`config.mk`:
```
export PLATFORM = sky130hd
export DESIGN_NAME = led_mode_sequencer
export DESIGN_NICKNAME = d
export VERILOG_FILES = /design/src/rtl/led_mode_sequencer.sv
export SDC_FILE = /design/constraint.sdc
export NUM_CORES = 1
export LEC_CHECK = 0
export CELL_PAD_IN_SITES_DETAIL_PLACEMENT = 1
export CELL_PAD_IN_SITES_GLOBAL_PLACEMENT = 2
export CORE_ASPECT_RATIO = 2
export CORE_MARGIN = 1
export CORE_UTILIZATION = 35
export CTS_CLUSTER_DIAMETER = 60
export CTS_CLUSTER_SIZE = 8
export DETAILED_ROUTE_END_ITERATION = 8
export PLACE_DENSITY_LB_ADDON = 0.05
export SLEW_MARGIN = 5
export SYNTH_ARGS = -nofsm -noshare
export SYNTH_HDL_FRONTEND = slang
export SYNTH_SLANG_ARGS = --single-unit
export TNS_END_PERCENT = 30
```
`constraint.sdc`:
```
create_clock -name clock -period 3.7 [get_ports clock]
set_input_delay 0.74 -clock clock [delete_from_list [all_inputs] [get_ports clock]]
set_output_delay 0.74 -clock clock [all_outputs]
set_load 0.01 [all_outputs]
```
`src/rtl/led_mode_sequencer.sv`:
```
// -----------------------------------------------------------------------------
// led_mode_sequencer
// Drives the 4-LED display path. A 32-bit base prescaler and a 2-bit slow
// counter form the step timebase; on each step the LED pattern advances
// according to the selected mode (shift-left, shift-right, ping-pong, blink).
// Mode, speed and run/pause change on single-cycle debounced button pulses.
//
// Ports:
//   clock      board clock, rising edge
//   reset      asynchronous, active-high reset
//   mode_btn   one-cycle pulse: advance mode (reloads that mode's seed)
//   speed_btn  one-cycle pulse: advance speed level
//   run_btn    one-cycle pulse: toggle run/pause
//   led_out    registered LED drive
//   mode       current mode: 0 SHIFT_L, 1 SHIFT_R, 2 PINGPONG, 3 BLINK
//   speed      current speed level; step period = (CNT_MAX+1)*(speed+1)
//   running    1 = pattern advancing, 0 = paused
//   step       one-cycle pulse while led_out holds a freshly advanced value
// -----------------------------------------------------------------------------
module led_mode_sequencer #(
   parameter logic [31:0] CNT_MAX = 32'd100
) (
   input  logic       clock,
   input  logic       reset,
   input  logic       mode_btn,
   input  logic       speed_btn,
   input  logic       run_btn,
   output logic [3:0] led_out,
   output logic [1:0] mode,
   output logic [1:0] speed,
   output logic       running,
   output logic       step
);

   typedef enum logic [1:0] {
      MODE_SHIFT_L  = 2'd0,
      MODE_SHIFT_R  = 2'd1,
      MODE_PINGPONG = 2'd2,
      MODE_BLINK    = 2'd3
   } mode_e;

   mode_e       mode_r;
   mode_e       mode_next_s;
   logic [3:0]  led_r;
   logic [1:0]  speed_r;
   logic        running_r;
   logic        step_r;
   logic        dir_left_r;
   logic [31:0] base_cnt_r;
   logic [1:0]  slow_cnt_r;

   logic        btn_any_s;
   logic        base_wrap_s;
   logic        slow_hit_s;
   logic [3:0]  adv_led_s;
   logic        adv_dir_left_s;
   logic        going_left_s;

   // Exactly one LED lit; anything else is a corrupted pattern.
   function automatic logic is_one_hot(input logic [3:0] v);
      return (v != 4'b0000) && ((v & (v - 4'b0001)) == 4'b0000);
   endfunction

   // Pattern a mode starts from when it is selected.
   function automatic logic [3:0] seed_for(input mode_e m);
      logic [3:0] s;
      case (m)
         MODE_SHIFT_L:  s = 4'b0001;
         MODE_SHIFT_R:  s = 4'b1000;
         MODE_PINGPONG: s = 4'b0001;
         MODE_BLINK:    s = 4'b1111;
         default:       s = 4'b0001;
      endcase
      return s;
   endfunction

   assign btn_any_s   = mode_btn | speed_btn | run_btn;
   assign base_wrap_s = (base_cnt_r == CNT_MAX);
   assign slow_hit_s  = (slow_cnt_r == speed_r);
   assign mode_next_s = mode_e'(mode_r + 2'd1);

   // Next pattern and ping-pong direction for a step in the current mode.
   always_comb begin
      adv_led_s      = led_r;
      adv_dir_left_s = dir_left_r;
      going_left_s   = dir_left_r;
      case (mode_r)
         MODE_SHIFT_L: begin
            if (is_one_hot(led_r)) adv_led_s = {led_r[2:0], led_r[3]};
            else                   adv_led_s = 4'b0001;
         end
         MODE_SHIFT_R: begin
            if (is_one_hot(led_r)) adv_led_s = {led_r[0], led_r[3:1]};
            else                   adv_led_s = 4'b1000;
         end
         MODE_PINGPONG: begin
            if (is_one_hot(led_r)) begin
               // The end LEDs force a turn even if the direction bit disagrees.
               going_left_s = (dir_left_r && (led_r != 4'b1000)) || (led_r == 4'b0001);
               if (going_left_s) adv_led_s = {led_r[2:0], 1'b0};
               else              adv_led_s = {1'b0, led_r[3:1]};
               if (adv_led_s == 4'b1000)      adv_dir_left_s = 1'b0;
               else if (adv_led_s == 4'b0001) adv_dir_left_s = 1'b1;
               else                           adv_dir_left_s = going_left_s;
            end else begin
               adv_led_s      = 4'b0001;
               adv_dir_left_s = 1'b1;
            end
         end
         MODE_BLINK: begin
            if (led_r == 4'b1111) adv_led_s = 4'b0000;
            else                  adv_led_s = 4'b1111;
         end
         default: begin
            adv_led_s      = 4'b0001;
            adv_dir_left_s = 1'b1;
         end
      endcase
   end

   // Timebase, button handling and pattern state; buttons override a coincident step.
   always_ff @(posedge clock or posedge reset) begin
      if (reset) begin
         mode_r     <= MODE_SHIFT_L;
         led_r      <= 4'b0001;
         speed_r    <= 2'd0;
         running_r  <= 1'b1;
         step_r     <= 1'b0;
         dir_left_r <= 1'b1;
         base_cnt_r <= 32'd0;
         slow_cnt_r <= 2'd0;
      end else begin
         step_r <= 1'b0;
         if (btn_any_s) begin
            base_cnt_r <= 32'd0;
            slow_cnt_r <= 2'd0;
            if (mode_btn) begin
               mode_r     <= mode_next_s;
               led_r      <= seed_for(mode_next_s);
               dir_left_r <= 1'b1;
            end
            if (speed_btn) speed_r <= speed_r + 2'd1;
            if (run_btn)   running_r <= ~running_r;
         end else if (running_r) begin
            if (base_wrap_s) begin
               base_cnt_r <= 32'd0;
               if (slow_hit_s) begin
                  slow_cnt_r <= 2'd0;
                  led_r      <= adv_led_s;
                  dir_left_r <= adv_dir_left_s;
                  step_r     <= 1'b1;
               end else begin
                  slow_cnt_r <= slow_cnt_r + 2'd1;
               end
            end else begin
               base_cnt_r <= base_cnt_r + 32'd1;
            end
         end else begin
            base_cnt_r <= 32'd0;
            slow_cnt_r <= 2'd0;
         end
      end
   end

   assign led_out = led_r;
   assign mode    = mode_r;
   assign speed   = speed_r;
   assign running = running_r;
   assign step    = step_r;

endmodule
```
* Word-level counts from Yosys, hierarchy flattened
Cells that the tools add are included.
** Word-level totals
- Bits in registers :: 45
- Latch bits :: 0
- Bits in writable memories :: 0
- ROM bits :: 0
- Input port bits :: 5
- Output and inout port bits :: 10
- Word-level logic and storage cells :: 83
- Memories :: 0
** Cells by class
- Add/sub/neg operators :: 5
- $mul :: 0
- Div/mod/pow operators :: 0
- Order comparisons :: 0
- Eq/ne operators :: 15
- Shift-type cells :: 0
- Muxes and demuxes :: 34
- Bitwise gates (word level) :: 4
- Reduce and logical (&&, ||, !) cells :: 17
** Operator list (number)
- two-way mux 32 bit :: 3
- two-way mux 4 bit :: 12
- adder 32 x 1 -> 32 bit, second input constant :: 1
- equality test 32 x 7 -> 1 bit, second input constant :: 1
- case mux 4 bit (4 select lines) :: 1
- two-way mux 1 bit :: 13
- case mux 4 bit (3 select lines) :: 1
- equality test 2 bit, second input constant :: 4
- equality test 4 x 1 -> 1 bit, second input constant :: 2
- equality test 4 bit, second input constant :: 2
- two-way mux 2 bit :: 4
- nonzero test 2 bit :: 4
- adder 2 x 1 -> 2 bit, second input constant :: 3
- AND reduction 2 bit :: 3
- AND reduction 5 bit :: 1
- bitwise AND 4 bit :: 1
- equality test 2 x 1 -> 1 bit, second input constant :: 2
- zero test 2 bit :: 2
- zero test 4 bit :: 1
- inequality test 4 bit, second input constant :: 1
- AND reduction 4 bit :: 1
- nonzero test 4 bit :: 1
- subtractor 4 x 1 -> 4 bit, second input constant :: 1
- inequality test 3 x 1 -> 1 bit, second input constant :: 1
- 7 further kinds :: 9

* Logic depth before layout (Yosys ltp)
- Word-level depth :: 15
- Depth in mapped cells :: 9

* Least setup slack after synthesis
No wires, ideal clock.
- Kind :: in2reg
- From :: input port mode_btn
- To :: register led_r[1], in the netlist led_out[1]
- Setup time :: 0.127 ns
- Data arrival time :: 1.967 ns
- Slack :: 1.605 ns
- Stages on the path :: 5
- Cell sequence :: clkbuf_1 > or4_1 > a21oi_1 > a211oi_1 > mux2_1
** Between the ends
- Longest elaborated chain between the ends :: 4
- Elaborated cells between the ends (all ways) :: 8
- Classes of those cells :: 1 x eq/ne; 1 x mux; 2 x bitwise; 4 x reduce/logical
** Ends and longest elaborated chain
- start: declaration :: line 25 : input logic mode_btn,
- bitwise OR 1 bit (2 in a row) :: line 77 : assign btn_any_s = mode_btn | speed_btn | run_btn;
- inequality test 2 bit (no line) / nonzero test 2 bit (equally long branches)
- AND reduction 4 bit (no line)
- end signal: assignment :: line 139 : led_r <= seed_for(mode_next_s);
- end signal: assignment :: line 149 : led_r <= adv_led_s;
- end: declaration :: line 44 : logic [3:0] led_r;
Several ways; a longest one is shown, not always the timed one.
A chain may end at the register's enable or synchronous reset.

* Worst setup path after layout
- From :: register base_cnt_r[6]
- To :: register base_cnt_r[28]
** Between the ends
- Longest elaborated chain between the ends :: 4
- Elaborated cells between the ends (all ways) :: 5
- Classes of those cells :: 1 x add/sub; 1 x eq/ne; 3 x mux
** Ends and longest elaborated chain
- start: declaration :: line 49 : logic [31:0] base_cnt_r;
- start signal: assignment :: line 156 : base_cnt_r <= base_cnt_r + 32'd1;
- adder 32 x 1 -> 32 bit / equality test 32 x 7 -> 1 bit (equally long branches) :: line 156, 78
- two-way mux 32 bit * :: line 145 : if (base_wrap_s) begin
- two-way mux 32 bit * :: line 144 : end else if (running_r) begin
- two-way mux 32 bit * :: line 134 : if (btn_any_s) begin
Mark *: on every way between the ends. The rest lies on a longest branch, timed or not.

==> impl_metrics.yaml <==
setup_path:
  path_class: "register to register"
  worstRegToRegCells: 5
  crit_fanout: 32
  required_ns: 3.83
  critPathCaptureType: "register"
  r2r_start: "base_cnt_r[6]"
  crit_path_start_kind: "register"
  r2r-end: "base_cnt_r[28]"
  crit_arrival_ns: 2.87
  regToRegSetupSlack_ns: 0.95
clock_tree:
  postCtsHoldBufs: 0
  cts_buffers: 5
  post_cts_resized: 0
  cts_tree: "built"
  clock_latency_ns: 0.29
  cts.sinks: 45
  path_clk_slew_ns: 0.07
  htreeDepth: 2
  root_buffer: "clkbuf_16"
  clk_path_buf_depth: 2
  cts_setup_buffers: 0
global_routing:
  grt_usage: 0.198
  grt_max_degree: 46
  antenna_found_initial: 0
  grt_pass1_wl_um: 11600
  gr-total-overflow: 0
  grt_pass1_vias: 2238
routing:
  viasPerCell: 5.49
  wl_um: 7020
  vias: 2090
  drt_iter0_markers: 142
  final_antenna_net_count: 0
  wl_per_cell_um: 18.4
  drtPass1Iterations: 4
  drcViolationCount: 0
die:
  core_area_um2: 7210
  die-area_um2: 7820
  num_io_pins: 15
  die_y_um: 124
  die_x_um: 63.0
  rows: 44
  start_util: 0.362
hold_path:
  min_to: "base_cnt_r[0]"
  hold_path_class: "register to register"
  worstHoldStart: "base_cnt_r[0]"
  hold_depth: 1
layout:
  register_area_um2: 1130
  num_antenna_cells: 0
  fill_cells: 824
  areaGrowthSynthToFinish_pct: 13.3
  fin_nets: 299
  fin_area_um2: 2950
  final_layout_size_suffix_gt1_frac: 0.0727
  instances_no_fill: 381
  multi_input_area_um2: 1360
  post-route-util: 0.410
timing:
  slew_headroom: 0.197
  rsz0062_at_grt: "false"
  hold_viol_final: 0
  period_needed_ns: 2.75
  worst_pin_slew_ns: 1.20
  clock.fmax_mhz: 364
  tns_ns: 0
  finClkSkew_ns: 0.00455
  setup_ws_ns: 0.951
  setup_viol: 0
  final-max-slew-violation-count: 0
  period_share: 0.743
logic_synthesis:
  avgSynthCellArea_um2: 9.31
  synth_edf_count: 0
  ys_seq_area_frac: 0.433
  syn_nets: 291
  synthCells: 280
  synth_area_um2: 2610
  ys_types: 53
  yosys_warnings: 0
  synth_ff_type: "dfrtp_1"
  async_reset_ff_frac: 1.00
  synth-seq-cells: 45
placed_design:
  portBuffers: 14
  pre_cts_ws_ns: 0.650
  post_dp_cell_area_um2: 2800
  dp.cells: 373
  gp_congestion: 0.772
  hpwlAfterDp_um: 5170
pwr:
  p_leak_uw: 0.00118
  powerDensity_nw_per_um2: 532
  ir_worst_vdd_mv: 0.256
job:
  max-cap-violations: 0
status:
  status: "finished, final reports clean"
[routing by layer]
metal  vias to the layer above  GRT usage  wire length, um
met2                        24      0.395             4120
li1                        991          -                -
met1                      1059      0.194             2570
met5                         -          0                0
met4                         0      0.103              235
met3                        16     0.0192               93
[cells in the final DEF, fill, tap and decap left out, types with 5 or more instances in the layout]
cell             netlist  routed
ha_1                   6       6
nand3_1               13      13
xor2_1                22      22
clkbuf_16              0       5
xnor2_1               10      10
a21oi_1               11      11
nor4_1                 6       6
o21ai_0               13      13
nand2_1               21      21
nand4_1               11      11
nor2_1                33      33
inv_1                 12      11
or3_1                  6       6
clkdlybuf4s50_1        0      14
dfrtp_1               42      42
and4_1                 5       5
[worst max path at each step]
stage	startpoint	end	slack, ns	cells after the start
CTS	base_cnt_r[0]	base_cnt_r[28]	0.90	7
global route	base_cnt_r[0]	base_cnt_r[27]	0.71	7
global placement	mode_btn	base_cnt_r[5]	0.72	6
finish	base_cnt_r[6]	base_cnt_r[28]	0.95	5
detailed placement	mode_btn	base_cnt_r[6]	0.65	6
floorplan	mode_btn	led_out[1]	1.61	5
[layout make-up]
class                      instances  share of cell area
tap                               92              0.0390
timing repair buffer              15              0.0500
sequential                        45               0.382
clock buffer                       6              0.0470
inverter                          13              0.0165
multi-input combinational        208               0.460
clock inverter                     2             0.00466
[where the power goes]
group          switching, uW  internal, uW  total, uW
clock                    202           269        471
sequential               137           550        687
combinational            205           210        415
total                    543          1030       1570
[Yosys cell counts, types with 2 or more instances]
cell	count	area (um2)
ha_1	6	75.1
nand4_1	11	68.8
o21ai_0	13	65.1
dfrtp_1	42	1050
nand3_1	13	65.1
a211oi_1	2	15.0
nor4b_1	2	17.5
o211a_1	2	20.0
mux2_1	2	22.5
clkbuf_1	8	30.0
xnor2_1	10	87.6
buf_2	4	20.0
or2_1	2	12.5
and2_1	2	12.5
inv_1	12	45.0
a21oi_1	11	55.1
a211o_1	2	17.5
mux2i_1	3	30.0
dfstp_2	3	78.8
and4_1	5	43.8
xor2_1	22	193
o31ai_1	3	22.5
nor2b_1	4	25.0
nor3b_1	2	15.0
or3_1	6	37.5
nor2_1	33	124
nor3_1	4	20.0
nand2_1	21	78.8
nor4_1	6	37.5
[worst max-delay path, stage by stage (launching register included)]
cell	delay [ns]
dfrtp_1	0.43
nor4bb_1	0.50
nand4_1	0.26
nor2_1	0.28
or2_1	0.95
nor2_1	0.15
[stage by stage]
step                      hold slack, ns  power, uW
after global routing               0.552       1660
after detailed placement           0.522       1120
after floorplan                    0.468        920
after global placement             0.517       1110
final                              0.527       1570
after CTS                          0.532       1590
[registers in the layout (all words and copies together), names as in the netlist]
register    cells
running         1
speed           2
slow_cnt_r      2
dir_left_r      1
led_out         4
step            1
mode            2
base_cnt_r     32
[kinds of logic (layout without fill, tap and decap cells)]
kind of cell,count (synthesis),in the layout,share of synthesized area
AOI/OAI and AO/OA,43,43,0.105
xor gates and xnor gates,32,32,0.107
adders and majority gates,6,6,0.0288
buffers and inverters,27,36,0.0451
DFF,45,45,0.433
muxes,5,5,0.0202
and+or+nand+nor,122,122,0.260
Note: power is estimated with default switching activity, not from simulation.
